File: src/rtl/flag_stack_register_if.sv
// Decoder/ALU-side bus of the flag stack register: update controls in, flag state and stack status out.
interface flag_stack_register_if #(
    parameter int NFLAGS = 8,
    parameter int DEPTH  = 4
);
    logic [NFLAGS-1:0]          alu_flags;
    logic [NFLAGS-1:0]          upd_mask;
    logic                       set_en;
    logic [$clog2(NFLAGS)-1:0]  set_sel;
    logic                       set_val;
    logic                       load_en;
    logic [NFLAGS-1:0]          load_val;
    logic                       push;
    logic                       pop;
    logic [NFLAGS-1:0]          flags;
    logic [$clog2(DEPTH+1)-1:0] depth;
    logic                       empty;
    logic                       full;
    logic                       ovf_err;
    logic                       udf_err;

    modport master (
        output alu_flags, upd_mask, set_en, set_sel, set_val, load_en, load_val, push, pop,
        input  flags, depth, empty, full, ovf_err, udf_err
    );

    modport slave (
        input  alu_flags, upd_mask, set_en, set_sel, set_val, load_en, load_val, push, pop,
        output flags, depth, empty, full, ovf_err, udf_err
    );
endinterface

File: src/rtl/flag_stack_register.sv
// CPU status-flag register with a LIFO save/restore stack for nested interrupts.
module flag_stack_register #(
    parameter int NFLAGS     = 8,
    parameter int DEPTH      = 4,
    parameter int ALWAYS_BIT = 5,
    parameter int IRQ_BIT    = 4
) (
    input logic                   clk,
    input logic                   reset,
    flag_stack_register_if.slave  bus
);
    localparam int DW = $clog2(DEPTH + 1);
    localparam int AW = (DEPTH > 1) ? $clog2(DEPTH) : 1;

    logic [NFLAGS-1:0] flags_q, flags_d, upd_n;
    logic [DW-1:0]     depth_q, depth_d;
    logic              empty_q, empty_d;
    logic              full_q, full_d;
    logic              ovf_q, ovf_d;
    logic              udf_q, udf_d;
    logic [NFLAGS-1:0] stack_q [DEPTH];
    logic [AW-1:0]     wr_idx, rd_idx;
    logic              push_ok, pop_ok;

    // Simultaneous push and pop cancel each other and raise no error.
    assign push_ok = bus.push & ~bus.pop & ~full_q;
    assign pop_ok  = bus.pop & ~bus.push & ~empty_q;
    assign wr_idx  = AW'(depth_q);
    assign rd_idx  = AW'(depth_q - DW'(1));

    always_comb begin
        upd_n = (flags_q & ~bus.upd_mask) | (bus.alu_flags & bus.upd_mask);
        if (bus.set_en && int'(bus.set_sel) < NFLAGS && int'(bus.set_sel) != ALWAYS_BIT)
            upd_n[bus.set_sel] = bus.set_val;
        if (bus.load_en)
            upd_n = bus.load_val;
        upd_n[ALWAYS_BIT] = 1'b1;
    end

    always_comb begin
        flags_d = upd_n;
        depth_d = depth_q;
        if (push_ok) begin
            flags_d          = flags_q;
            flags_d[IRQ_BIT] = 1'b0;
            depth_d          = depth_q + DW'(1);
        end else if (pop_ok) begin
            flags_d             = stack_q[rd_idx];
            flags_d[ALWAYS_BIT] = 1'b1;
            depth_d             = depth_q - DW'(1);
        end
        empty_d = (depth_d == '0);
        full_d  = (depth_d == DW'(DEPTH));
        ovf_d   = ovf_q | (bus.push & ~bus.pop & full_q);
        udf_d   = udf_q | (bus.pop & ~bus.push & empty_q);
    end

    always_ff @(posedge clk or posedge reset) begin
        if (reset) begin
            flags_q <= NFLAGS'(1) << ALWAYS_BIT;
            depth_q <= '0;
            empty_q <= 1'b1;
            full_q  <= 1'b0;
            ovf_q   <= 1'b0;
            udf_q   <= 1'b0;
        end else begin
            flags_q <= flags_d;
            depth_q <= depth_d;
            empty_q <= empty_d;
            full_q  <= full_d;
            ovf_q   <= ovf_d;
            udf_q   <= udf_d;
        end
    end

    // Stack contents need no reset; depth alone decides what is valid.
    always_ff @(posedge clk) begin
        if (push_ok)
            stack_q[wr_idx] <= flags_q;
    end

    assign bus.flags   = flags_q;
    assign bus.depth   = depth_q;
    assign bus.empty   = empty_q;
    assign bus.full    = full_q;
    assign bus.ovf_err = ovf_q;
    assign bus.udf_err = udf_q;
endmodule

File: src/flat_wrapper.sv
// flat-port wrapper written by rule: the top's interface ports become plain ports
module flag_stack_register_flat 
#(
    parameter int NFLAGS     = 8,
    parameter int DEPTH      = 4,
    parameter int ALWAYS_BIT = 5,
    parameter int IRQ_BIT    = 4
)
  (clk, reset, bus_alu_flags, bus_upd_mask, bus_set_en, bus_set_sel, bus_set_val, bus_load_en, bus_load_val, bus_push, bus_pop, bus_flags, bus_depth, bus_empty, bus_full, bus_ovf_err, bus_udf_err);
  flag_stack_register_if #(.NFLAGS(NFLAGS), .DEPTH(DEPTH)) bus_i ();
  input logic clk;
  input logic reset;
  input wire logic [$bits(bus_i.alu_flags)-1:0] bus_alu_flags;
  input wire logic [$bits(bus_i.upd_mask)-1:0] bus_upd_mask;
  input wire logic [$bits(bus_i.set_en)-1:0] bus_set_en;
  input wire logic [$bits(bus_i.set_sel)-1:0] bus_set_sel;
  input wire logic [$bits(bus_i.set_val)-1:0] bus_set_val;
  input wire logic [$bits(bus_i.load_en)-1:0] bus_load_en;
  input wire logic [$bits(bus_i.load_val)-1:0] bus_load_val;
  input wire logic [$bits(bus_i.push)-1:0] bus_push;
  input wire logic [$bits(bus_i.pop)-1:0] bus_pop;
  output wire logic [$bits(bus_i.flags)-1:0] bus_flags;
  output wire logic [$bits(bus_i.depth)-1:0] bus_depth;
  output wire logic [$bits(bus_i.empty)-1:0] bus_empty;
  output wire logic [$bits(bus_i.full)-1:0] bus_full;
  output wire logic [$bits(bus_i.ovf_err)-1:0] bus_ovf_err;
  output wire logic [$bits(bus_i.udf_err)-1:0] bus_udf_err;
  assign bus_i.alu_flags = bus_alu_flags;
  assign bus_i.upd_mask = bus_upd_mask;
  assign bus_i.set_en = bus_set_en;
  assign bus_i.set_sel = bus_set_sel;
  assign bus_i.set_val = bus_set_val;
  assign bus_i.load_en = bus_load_en;
  assign bus_i.load_val = bus_load_val;
  assign bus_i.push = bus_push;
  assign bus_i.pop = bus_pop;
  assign bus_flags = bus_i.flags;
  assign bus_depth = bus_i.depth;
  assign bus_empty = bus_i.empty;
  assign bus_full = bus_i.full;
  assign bus_ovf_err = bus_i.ovf_err;
  assign bus_udf_err = bus_i.udf_err;
  flag_stack_register #(.NFLAGS(NFLAGS), .DEPTH(DEPTH), .ALWAYS_BIT(ALWAYS_BIT), .IRQ_BIT(IRQ_BIT)) u_core (.clk(clk), .reset(reset), .bus(bus_i));
endmodule
File: config.mk
export PLATFORM = sky130hd
export DESIGN_NAME = flag_stack_register_flat
export DESIGN_NICKNAME = d
export VERILOG_FILES = /design/src/rtl/flag_stack_register_if.sv /design/src/rtl/flag_stack_register.sv /design/src/flat_wrapper.sv
export SDC_FILE = /design/constraint.sdc
export NUM_CORES = 1
export LEC_CHECK = 0
export BUFFER_PORTS_ARGS = -buffer_cell sky130_fd_sc_hd__buf_2
export CELL_PAD_IN_SITES_DETAIL_PLACEMENT = 0
export CELL_PAD_IN_SITES_GLOBAL_PLACEMENT = 1
export CORE_MARGIN = 3
export CORE_UTILIZATION = 35
export CTS_BUF_LIST = sky130_fd_sc_hd__clkbuf_2
export DETAILED_ROUTE_END_ITERATION = 6
export PLACE_DENSITY_LB_ADDON = 0.25
export SYNTH_ARGS = -nofsm -noshare
export SYNTH_HDL_FRONTEND = slang
export SYNTH_SLANG_ARGS = --single-unit
File: constraint.sdc
create_clock -name clk -period 3.75 [get_ports clk]
set_clock_uncertainty 0.1 [all_clocks]
set_input_delay 0.5625 -clock clk [delete_from_list [all_inputs] [get_ports clk]]
set_output_delay 0.5625 -clock clk [all_outputs]
set_load 0.02 [all_outputs]
==> metrics, run 1 <==
outcome=completed; Hold Slack=0.0865 ns; Final GP Congestion=0.697; critical path arrival=2.20 ns; total core area=0.00554 mm^2; average vias per placed instance=5.16; Fmax achieved=493 MHz; hold buffers post-CTS=0; initial drt markers=113; die height=82.1 um; dpl cells=241; IO Count=49; 1st-pass router iterations=4; EDFF count, synth=28; post-synth top area cell=edfxtp_1; Clock Pin Slew Worst Setup and Hold Paths=0.22 ns; largest net degree at the start of global routing=15; Min-Delay Path Class=in2async; syn nets=169; vias post-DR=1285; clk buf depth=2; Async SR Flop Fraction=33.3%; CTS tree=yes; CTS sink cnt=42; initial antenna violation count=0; final max-slew violation count=0; Final #Nets=215; share of cells above drive strength 1=38.4%; Layout Cells excl Fill=249; total setup buffers inserted after CTS=0; syn avg cell area=15.6 um^2; FF+latch area=0.00119 mm^2; Cell Area, Synth=0.00203 mm^2; n_diodes=0; Detail Route Antenna Nets=0; Critical Path Fanout Max=10; RSZ-0062 raised after global routing=no; minimum clock period=2.03 ns; die width=82.1 um; synth top area cells=edfxtp_1 41%, dfrtp_1 16%, mux4_2 7.8%; power density cells=693 mW/mm^2; # resized after CTS=0; Worst EP required=3.92 ns; Starting Density=36.6%; GRT Total Usage=14.7%; worst IR drop on VDD=0.000324 V; Area growth syn-to-layout=15.9%; sequential-to-total area share from yosys stat=58.8%; most common cell in the netlist=edfxtp_1; fillers=528; Synthesis Warnings=0; fin util=42.4%; H-tree levels=2; final setup margin=1.72 ns; Final setup viols=0; DR WL/cell=18.1 um; total gr overflow=0; Inserted Clock Buffers=5; footprint of the multi-input gates=776 um^2; Synth Register Bits=42; CP Launch Type=flip-flop; Worst Setup Path Type=reg2reg; Rel. slew slack=54.9%; DRT Wirelength=4520 um; leak pwr=0.935 nW; # rows=27; post-synth top area share=41.5%; Die Area=0.00674 mm^2; # Max-Cap Violations=0; cells after synthesis=130; period utilization=54.1%; Post-synth top flop=edfxtp_1; first-pass GRT wire length=6960 um; dpl hpwl=3220 um; worst slack at placement=1.65 ns; vias in the first global route=1344; Netlist cell types=35; worst-skew pair later-pin latency=0.38 ns; Port Buf Inserts=44; Setup TNS=0 ns; DRC violations left=0; Post-synth top cells=28 x edfxtp_1, 13 x dfrtp_1, 9 x mux2_1; Final Hold Vio Count=0; Setup crit end kind=flip-flop; worst slew pin tran=0.674 ns; Root Driver=clkbuf_2
[where the power goes]
part           internal (W)  leakage [nW]  switching [W]
Clock             0.0000492        0.0330       0.000145
Combinational      0.000300         0.490       0.000373
Sequential         0.000655         0.412       0.000105
Total               0.00100         0.935       0.000623
[worst max-delay path, cell delays in order (launching register included)]
cell     delay (ns)
dfrtp_1        0.47
inv_1          0.12
ha_1           0.65
mux4_2         0.39
o22ai_1        0.15
a21oi_1        0.06
[path summary, 6_finish.rpt]
path | start | endpoint | slack (ns) | depth (start not counted)
worst max-delay path | u_core.bus.depth[1] | u_core.bus.flags[2] | 1.72 | 5
worst min-delay path | reset | u_core.bus.flags[0] | 0.09 | 2
worst max register to register | u_core.bus.depth[1] | u_core.bus.flags[2] | 1.72 | 5
worst min register to register | u_core.bus.ovf_err | u_core.bus.ovf_err | 0.40 | 1
max in group asynchronous | reset | u_core.bus.full | 3.04 | 2
min in group clk | bus_load_val[7] | u_core.bus.flags[7] | 0.32 | 3
[routing by layer]
metal / global-route usage, % / part of all wire [%] / wire, um
met5: 0 / 0 / 0
met4: 4.98 / 0.60 / 27
met3: 4.12 / 4.5 / 204
met2: 25.7 / 53 / 2400
met1: 17.3 / 42 / 1890
[sequential cells by signal, indices dropped and copies added, names as in the netlist]
register / flops
u_core.bus.udf_err: 1
u_core.bus.empty: 1
u_core.bus.full: 1
u_core.stack_q: 28
u_core.bus.depth: 3
u_core.bus.ovf_err: 1
u_core.bus.flags: 7
[through the flow]
step	cell area [um^2]	total power [W]
CTS	2350	0.00165
global route	2350	0.00174
global placement	2300	0.00142
finish	2350	0.00163
detailed placement	2300	0.00146
floorplan	2030	0.00124
[layout make-up]
type,count,area share (%)
Timing Repair Buffer,45,9.70
Tap cell,72,3.84
Inverter,5,0.799
Multi-Input combinational cell,77,33.0
Clock buffer,6,1.28
Clock inverter,2,0.586
Sequential cell,42,50.8
[placed cells by master, fill, tap and decap left out, types with 2 or more instances in the layout]
cell type  count
a21oi_1        7
a31o_1         2
and2_1         4
and4bb_1       3
buf_2         44
clkbuf_2       6
dfrtp_1       13
edfxtp_1      28
ha_1           5
inv_1          5
mux2_1         9
mux2_2         2
mux2i_1        7
mux4_2         7
nand2_1        2
nand4b_1       2
nor2_1         3
nor3b_2        2
o22ai_1        6
or3b_1         2
[kinds of logic (layout without fill, tap and decap cells)]
family | Yosys count | in the layout | share of synthesized area, %
flops | 42 | 42 | 58.8
mux | 26 | 26 | 18.5
simple gates | 22 | 22 | 8.33
compound gates | 21 | 21 | 6.98
buf+inv | 11 | 58 | 2.90
fa+ha+maj | 5 | 5 | 3.09
xor+xnor | 2 | 2 | 1.23
other cells | 1 | 1 | 0.185
Power figures use the tool's default switching activity.
==> run 2: changes to the inputs <==
- clock period: 3.75 -> 1.9 ns (I/O delays scaled with it)
==> metrics, run 2 (same netlist as run 1, synthesis figures left out) <==
outcome=completed; # rows=27; met3 usage in global routing=3.69%; initial drt markers=53; initial antenna violation count=0; vias post-DR=1280; dpl hpwl=3110 um; power density cells=1390 mW/mm^2; Final #Nets=222; final setup margin=0.133 ns; Bufs and invs on worst path=2; Inserted Clock Buffers=5; Setup crit end kind=flip-flop; reg-to-reg startpoint=u_core.bus.depth[0]; M1 GR Usage=19.5%; n_diodes=0; Starting Density=36.6%; Die Area=0.00674 mm^2; Area growth syn-to-layout=19.2%; fin util=43.6%; critical path's slowest cell=dfrtp_2; GRT Total Usage=13.9%; DR WL/cell=16.2 um; total core area=0.00554 mm^2; Detail Route Antenna Nets=0; critical path arrival=1.98 ns; Most Crowded Layer GR=met2; Root Driver=clkbuf_2; average vias per placed instance=5.00; worst-skew pair later-pin latency=0.42 ns; 1st-pass router iterations=4; H-tree levels=2; RSZ-0062 raised after global routing=no; minimum clock period=1.77 ns; Port Buf Inserts=44; Fmax achieved=566 MHz; Layout Cells excl Fill=256; Final setup viols=0; Clock Pin Slew Worst Setup and Hold Paths=0.23 ns; most frequent cells in the layout=44 x buf_2, 28 x edfxtp_1, 12 x dfrtp_1; Worst EP required=2.12 ns; Worst setup startpoint=u_core.bus.depth[0]; die height=82.1 um; most common cell after layout, fill and taps aside=buf_2; DRT Wirelength=4140 um; dpl cells=246; Worst Setup Path Type=reg2reg; DRC violations left=0; clk buf depth=2; Final Hold Vio Count=0; # Max-Cap Violations=0; worst IR drop on VDD=0.000571 V; IO Count=49; met2 Usage GRT=20.5%; share of cells above drive strength 1=40.8%; period utilization=93.0%; first-pass GRT wire length=6770 um; crit-path max cell delay=0.45 ns; Rel. slew slack=63.9%; vias in the first global route=1289; final max-slew violation count=0; largest net degree at the start of global routing=16; CTS tree=yes; cells along the critical path=inv_1 -> ha_2 -> buf_4 -> mux2i_4 -> a21oi_1 -> nor2b_1; leak pwr=0.962 nW; Overall Power=0.00337 W; worst slew pin tran=0.541 ns; worst slack at placement=0.0721 ns; Hold Startpoint=bus_load_val[3]; largest reg by FF count=u_core.stack_q; CP Launch Type=flip-flop; Final GP Congestion=0.707; Critical Path Fanout Max=8; total setup buffers inserted after CTS=0; crit-path leading delay family=flip-flops; total gr overflow=0; Min-Delay Path Class=in2reg; Setup TNS=0 ns; max reg flops=28; CTS sink cnt=42; die width=82.1 um
## run 2: path summary, 6_finish.rpt
kind	endpoint	slack (ns)	cells after the start
worst max-delay path	u_core.bus.full	0.13	6
worst min-delay path	u_core.bus.flags[3]	0.07	3
worst max register to register	u_core.bus.full	0.13	6
worst min register to register	u_core.bus.ovf_err	0.40	1
max in group asynchronous	u_core.bus.depth[0]	1.00	3
min in group asynchronous	u_core.bus.flags[0]	0.31	3
## run 2: what timing repair did
item                                   4_1_cts  5_1_grt
endpoints found under the hold margin       14        0
gates resized for setup                      0        1
setup endpoints to repair                    0        4
hold buffers                                 2        0
## run 2: through the flow
| step | area (um^2) | hold slack [ns] |
|---|---|---|
| floorplan | 2030 | 0.0734 |
| global route | 2420 | 0.0321 |
| global placement | 2340 | 0.254 |
| CTS | 2410 | 0.0384 |
| finish | 2420 | 0.0656 |
| detailed placement | 2340 | 0.254 |
## run 2: layer usage
metal  part of all wire, %  up-vias
met3                   4.5        4
met2                    46       39
met1                    48      627
met4                   1.4        0
met5                     0        -
li1                      -      610
## run 2: final cells by class
type | count | area, um^2
repair buffers | 52 | 285
clock buffers | 5 | 25.0
multi-input cells | 77 | 778
inverters | 5 | 18.8
well taps | 72 | 90.1
clock inverters | 3 | 25.0
fillers | 534 | 3120
flip-flops and latches | 42 | 1190
## run 2: worst min-delay path, cell delays in order
cell and delay, ns:
buf_2 0.07, mux2i_1 0.06, a21oi_1 0.13
## run 2: where the power goes
group	switching [W]	total (W)	internal (W)
Clock	0.000320	0.000418	0.0000977
Combinational	0.000789	0.00145	0.000664
Sequential	0.000206	0.00150	0.00129
Total	0.00131	0.00337	0.00206
